`src/rtl/imem_boot_loader_if.sv`:
```
// Byte-stream handshake carrying the program image into the boot loader.
// A byte transfers on any clock edge where byte_valid and byte_ready are both high.
interface imem_boot_loader_if;
    logic [7:0] byte_data;
    logic       byte_valid;
    logic       byte_ready;

    modport master (output byte_data, output byte_valid, input byte_ready);
    modport slave  (input byte_data, input byte_valid, output byte_ready);
endinterface

```
`src/rtl/imem_boot_loader.sv`:
```
// Boot loader: parses count/data/checksum byte stream, writes little-endian words
// into instruction memory, and releases the core from reset only after a verified load.
module imem_boot_loader #(
    parameter int ADDR_W = 10,
    parameter int CNT_W  = 16
) (
    input  logic                CLK,
    input  logic                RST,
    imem_boot_loader_if.slave   bs,
    output logic                imem_we,
    output logic [ADDR_W-1:0]   imem_addr,
    output logic [31:0]         imem_wdata,
    output logic                core_rst_n,
    output logic                load_done,
    output logic                load_err,
    output logic [CNT_W-1:0]    words_loaded
);
    localparam int unsigned MAX_WORDS = 32'd1 << ADDR_W;

    typedef enum logic [2:0] {CNT_LO, CNT_HI, DATA, CSUM, DONE, ERR} state_t;

    state_t             state_reg, state_next;
    logic [CNT_W-1:0]   count_reg, count_next;
    logic [1:0]         byte_idx_reg, byte_idx_next;
    logic [CNT_W-1:0]   word_idx_reg, word_idx_next;
    logic [7:0]         sum_reg, sum_next;
    logic [7:0]         lane_reg [0:2];
    logic [7:0]         lane_next [0:2];
    logic               imem_we_reg, imem_we_next;
    logic [ADDR_W-1:0]  imem_addr_reg, imem_addr_next;
    logic [31:0]        imem_wdata_reg, imem_wdata_next;
    logic               core_rst_n_reg, core_rst_n_next;
    logic               load_done_reg, load_done_next;
    logic               load_err_reg, load_err_next;
    logic [CNT_W-1:0]   words_reg, words_next;
    logic               accept;
    logic [CNT_W-1:0]   n_full;

    assign bs.byte_ready = RST && (state_reg == CNT_LO || state_reg == CNT_HI ||
                                   state_reg == DATA   || state_reg == CSUM);
    assign accept = bs.byte_valid && bs.byte_ready;
    assign n_full = CNT_W'({bs.byte_data, count_reg[7:0]});

    // Lower three bytes of a word are latched in place; the 4th byte goes straight to the write.
    for (genvar gi = 0; gi < 3; gi++) begin : g_lane
        assign lane_next[gi] = (accept && state_reg == DATA && byte_idx_reg == 2'(gi))
                               ? bs.byte_data : lane_reg[gi];
    end

    always_ff @(posedge CLK) begin
        if (!RST) begin
            state_reg      <= CNT_LO;
            count_reg      <= '0;
            byte_idx_reg   <= '0;
            word_idx_reg   <= '0;
            sum_reg        <= '0;
            imem_we_reg    <= 1'b0;
            imem_addr_reg  <= '0;
            imem_wdata_reg <= '0;
            core_rst_n_reg <= 1'b0;
            load_done_reg  <= 1'b0;
            load_err_reg   <= 1'b0;
            words_reg      <= '0;
        end else begin
            state_reg      <= state_next;
            count_reg      <= count_next;
            byte_idx_reg   <= byte_idx_next;
            word_idx_reg   <= word_idx_next;
            sum_reg        <= sum_next;
            imem_we_reg    <= imem_we_next;
            imem_addr_reg  <= imem_addr_next;
            imem_wdata_reg <= imem_wdata_next;
            core_rst_n_reg <= core_rst_n_next;
            load_done_reg  <= load_done_next;
            load_err_reg   <= load_err_next;
            words_reg      <= words_next;
        end
    end

    // Partially assembled word bytes need no reset; they are always overwritten before use.
    always_ff @(posedge CLK) begin
        for (int i = 0; i < 3; i++) begin
            lane_reg[i] <= lane_next[i];
        end
    end

    always_comb begin
        state_next      = state_reg;
        count_next      = count_reg;
        byte_idx_next   = byte_idx_reg;
        word_idx_next   = word_idx_reg;
        sum_next        = sum_reg;
        imem_we_next    = 1'b0;
        imem_addr_next  = imem_addr_reg;
        imem_wdata_next = imem_wdata_reg;
        core_rst_n_next = core_rst_n_reg;
        load_done_next  = load_done_reg;
        load_err_next   = load_err_reg;
        words_next      = words_reg;
        if (accept) begin
            case (state_reg)
                CNT_LO: begin
                    count_next = CNT_W'(bs.byte_data);
                    sum_next   = sum_reg + bs.byte_data;
                    state_next = CNT_HI;
                end
                CNT_HI: begin
                    count_next    = n_full;
                    sum_next      = sum_reg + bs.byte_data;
                    byte_idx_next = '0;
                    word_idx_next = '0;
                    if (32'(n_full) > MAX_WORDS) begin
                        state_next    = ERR;
                        load_err_next = 1'b1;
                    end else if (n_full == '0) begin
                        state_next = CSUM;
                    end else begin
                        state_next = DATA;
                    end
                end
                DATA: begin
                    sum_next      = sum_reg + bs.byte_data;
                    byte_idx_next = byte_idx_reg + 2'd1;
                    if (byte_idx_reg == 2'd3) begin
                        imem_we_next    = 1'b1;
                        imem_addr_next  = word_idx_reg[ADDR_W-1:0];
                        imem_wdata_next = {bs.byte_data, lane_reg[2], lane_reg[1], lane_reg[0]};
                        words_next      = words_reg + 1'b1;
                        word_idx_next   = word_idx_reg + 1'b1;
                        if (word_idx_reg == count_reg - 1'b1) begin
                            state_next = CSUM;
                        end
                    end
                end
                CSUM: begin
                    if (bs.byte_data == sum_reg) begin
                        state_next      = DONE;
                        load_done_next  = 1'b1;
                        core_rst_n_next = 1'b1;
                    end else begin
                        state_next    = ERR;
                        load_err_next = 1'b1;
                    end
                end
                default: ;
            endcase
        end
    end

    assign imem_we      = imem_we_reg;
    assign imem_addr    = imem_addr_reg;
    assign imem_wdata   = imem_wdata_reg;
    assign core_rst_n   = core_rst_n_reg;
    assign load_done    = load_done_reg;
    assign load_err     = load_err_reg;
    assign words_loaded = words_reg;
endmodule

```
`src/flat_wrapper.sv`:
```
// flat-port wrapper written by rule: the top's interface ports become plain ports
module imem_boot_loader_flat 
#(
    parameter int ADDR_W = 10,
    parameter int CNT_W  = 16
)
  (CLK, RST, imem_we, imem_addr, imem_wdata, core_rst_n, load_done, load_err, words_loaded, bs_byte_data, bs_byte_valid, bs_byte_ready);
  imem_boot_loader_if bs_i ();
  input  logic CLK;
  input  logic RST;
  output logic imem_we;
  output logic [ADDR_W-1:0] imem_addr;
  output logic [31:0] imem_wdata;
  output logic core_rst_n;
  output logic load_done;
  output logic load_err;
  output logic [CNT_W-1:0] words_loaded;
  input wire logic [$bits(bs_i.byte_data)-1:0] bs_byte_data;
  input wire logic [$bits(bs_i.byte_valid)-1:0] bs_byte_valid;
  output wire logic [$bits(bs_i.byte_ready)-1:0] bs_byte_ready;
  assign bs_i.byte_data = bs_byte_data;
  assign bs_i.byte_valid = bs_byte_valid;
  assign bs_byte_ready = bs_i.byte_ready;
  imem_boot_loader #(.ADDR_W(ADDR_W), .CNT_W(CNT_W)) u_core (.CLK(CLK), .RST(RST), .bs(bs_i), .imem_we(imem_we), .imem_addr(imem_addr), .imem_wdata(imem_wdata), .core_rst_n(core_rst_n), .load_done(load_done), .load_err(load_err), .words_loaded(words_loaded));
endmodule
```
`config.mk`:
```
export PLATFORM = sky130hd
export DESIGN_NAME = imem_boot_loader_flat
export DESIGN_NICKNAME = d
export VERILOG_FILES = /design/src/rtl/imem_boot_loader_if.sv /design/src/rtl/imem_boot_loader.sv /design/src/flat_wrapper.sv
export SDC_FILE = /design/constraint.sdc
export NUM_CORES = 1
export LEC_CHECK = 0
export ABC_AREA = 1
export CAP_MARGIN = 20
export CORE_MARGIN = 4
export CORE_UTILIZATION = 55
export DETAILED_ROUTE_END_ITERATION = 16
export PLACE_DENSITY = 0.86
export SYNTH_ARGS = -nofsm -noshare
export SYNTH_HDL_FRONTEND = slang
export SYNTH_SLANG_ARGS = --single-unit
```
`constraint.sdc`:
```
create_clock -name CLK -period 4.2 [get_ports CLK]
set_input_delay 0.84 -clock CLK [delete_from_list [all_inputs] [get_ports CLK]]
set_output_delay 0.84 -clock CLK [all_outputs]
set_load 0.03 [all_outputs]
```
==> impl_results.md <==
- Status: finished, final reports clean
- DRT Pass-1 Iters: 5
- Leakage: 2.990 nW
- Final non-filler cell total: 976
- Die area: 0.01254 sq mm
- Final HPWL DP: 10050 um
- NumNets Final: 854
- GR Overflow Total: 0
- Synthesized area: 0.005944 sq mm
- Tmin final: 2.826 ns
- CP Data Arrival Time: 3.25 ns
- CTS tree: yes
- Asr flop ratio synth: 0%
- Max_cap viols: 0
- YS warnings: 0
- Post_cts resized: 0
- Synth unique cells: 45
- Fmax: 0.3539 GHz
- Input/output buffers: 73
- CP Max Fanout: 8
- Worst skew pair latency: 0.53 ns
- Clock Pin Slew Worst Setup and Hold Paths: 0.06 ns
- Syn Area/Cell: 7.884 sq um
- Dominant synthesized flop cell: dfxtp_1
- Area occupied by multi-input gates: 0.002714 sq mm
- Worst setup EP type: flop
- Diodes inserted: 0
- Most common cell after layout, fill and taps aside: nor2_1
- Clock skew: 0.007335 ns
- Vias per cell: 5.575
- Die Span Y: 112.0 um
- Number of global-route vias before repair: 5293
- GR Util All Layers: 24.92%
- TNS Setup: 0 ns
- Number of flip-flops in the largest register: 32
- Syn Inst Count: 754
- Slew @ Worst Pin: 0.7391 ns
- DR iter-0 viols: 528
- Clock Path Buffers: 2
- Final Wtd Congestion: 0.8743
- FF+latch count, synth: 130
- Sequential-to-total area share from yosys stat: 47.82%
- CTS Hold Bufs: 0
- Initial Util: 57.07%
- TritonCTS sink count: 130
- Initial antenna violation count: 1
- Period utilisation layout: 67.28%
- Max_slew headroom: 50.55%
- Setup Buffers After CTS: 0
- Routed WL per cell: 15.71 um
- Syn-to-layout area delta: 23.97%
- Setup CP Type: primary input to flop
- Sequential Area: 0.002843 sq mm
- Required @ worst endpoint: 4.63 ns
- Root buf cell: clkbuf_8
- Power Density: 415.6 mW/mm^2
- Row count: 37
- Synthesized Nets: 781
- Via count: 5441
- Most frequent cells in the layout: nor2_1, nand2_1, dfxtp_1
- # IOs: 74
- Final WL: 15330 um
- Die width: 112.0 um
- CORE AREA: 0.01042 sq mm
- H-tree Lvls: 4
- Number of synthesized flops with an enable pin: 24
- # setup viols final: 0
- Final Max Slew Viols: 0
- Layout cells sized above 1: 7.500%
- RSZ-0062 raised after global routing: no
- DRC Markers: 0
- Fill cell count: 766
- Final ANT Viol Nets: 0
- VDD IR max: 0.2318 mV
- Global-route wire length before repair: 25240 um
- Worst Hold Class: flop to flop
- Final Hold Fails: 0
- DP Cell Count: 944
- Largest net degree at the start of global routing: 67
- Inserted Clock Buffers: 17
- Worst setup SP type: primary input
-- synth_stat cells, types with 2 or more instances --
library cell,count,area [sq um]
inv_1,71,266.5
nor2_4,5,56.30
nand2_2,3,18.77
xor2_1,14,122.6
nand3_1,22,110.1
nor2_1,140,525.5
buf_2,5,25.02
nor3_1,15,75.07
a211oi_1,2,15.01
a21oi_1,65,325.3
inv_2,3,11.26
nand4_1,10,62.56
edfxtp_1,24,720.7
o21ai_1,2,10.01
xnor2_1,11,96.34
nand3b_1,6,45.04
o211ai_1,2,15.01
nand2_1,113,424.2
buf_4,2,15.01
clkbuf_1,15,56.30
o21bai_1,2,15.01
o21a_1,2,15.01
o21ai_0,73,365.4
nor2_2,5,31.28
dfxtp_1,106,2122
nand3_4,2,35.03
nor3_4,2,32.53
ha_1,15,187.7
-- where the power goes --
group / internal, W / total, W / switching, W
Clock: 0.000875 / 0.00147 / 0.000597
Sequential: 0.00129 / 0.00131 / 0.0000174
Combinational: 0.0000960 / 0.000285 / 0.000190
Total: 0.00226 / 0.00306 / 0.000804
-- worst max-delay path: stages --
cell and delay, ns:
clkdlybuf4s50_1 0.67, ha_1 0.23, inv_1 0.05, fa_1 0.41, o31ai_1 0.40, nand2_1 0.10
a21oi_1 0.14, nor2_1 0.07, xor2_1 0.14, o21ai_0 0.14, inv_1 0.05
-- worst paths after layout --
| check | from | endpoint | slack [ns] | depth (start not counted) |
|---|---|---|---|---|
| max | bs_byte_data[0] | u_core.sum_reg[6] | 1.37 | 11 |
| min | u_core.core_rst_n | u_core.core_rst_n | 0.48 | 2 |
| min reg2reg | u_core.core_rst_n | u_core.core_rst_n | 0.48 | 2 |
| max reg2reg | u_core.state_reg[2] | u_core.words_loaded[14] | 2.05 | 10 |
-- layer usage --
layer | global-route usage [%] | wire [um] | share of wire (%)
met3 | 5.326 | 1037 | 6.8
met4 | 11.54 | 464 | 3.0
met5 | 0 | 12 | 0.078
met2 | 40.65 | 7352 | 48
met1 | 31.74 | 6465 | 42
-- cell families (layout without fill, tap and decap cells) --
group                    count (synthesis)  after routing  synth area share [%]
AND/OR/NAND/NOR                        332            332                 25.15
AO/OA/AOI/OAI                          152            152                 13.32
flip-flops                             130            130                 47.82
buffers and inverters                   99            185                 6.525
XOR/XNOR                                25             25                 3.683
adder cells (fa/ha/maj)                 16             16                 3.494
-- layout make-up --
type | count | share of cell area (%)
Timing Repair Buffer | 77 | 10.25
Clock inverter | 13 | 1.834
Sequential cell | 130 | 38.57
Multi-Input combinational cell | 525 | 36.83
Tap cell | 136 | 2.309
Inverter | 76 | 3.905
Clock buffer | 19 | 6.299
-- through the flow --
step	power (W)	setup WS, ns	hold slack (ns)	util, %	instance area (sq um)
finish	0.003063	1.374	0.4768	70.75	7370
detailed placement	0.001607	0.9114	0.4600	65.00	6770
floorplan	0.001531	1.788	0.4475	-	5944
global placement	0.001599	0.9973	0.4507	65.00	6770
global route	0.003164	1.244	0.4990	70.75	7370
CTS	0.003063	1.432	0.4749	70.75	7370
Note: power is estimated with default switching activity, not from simulation.
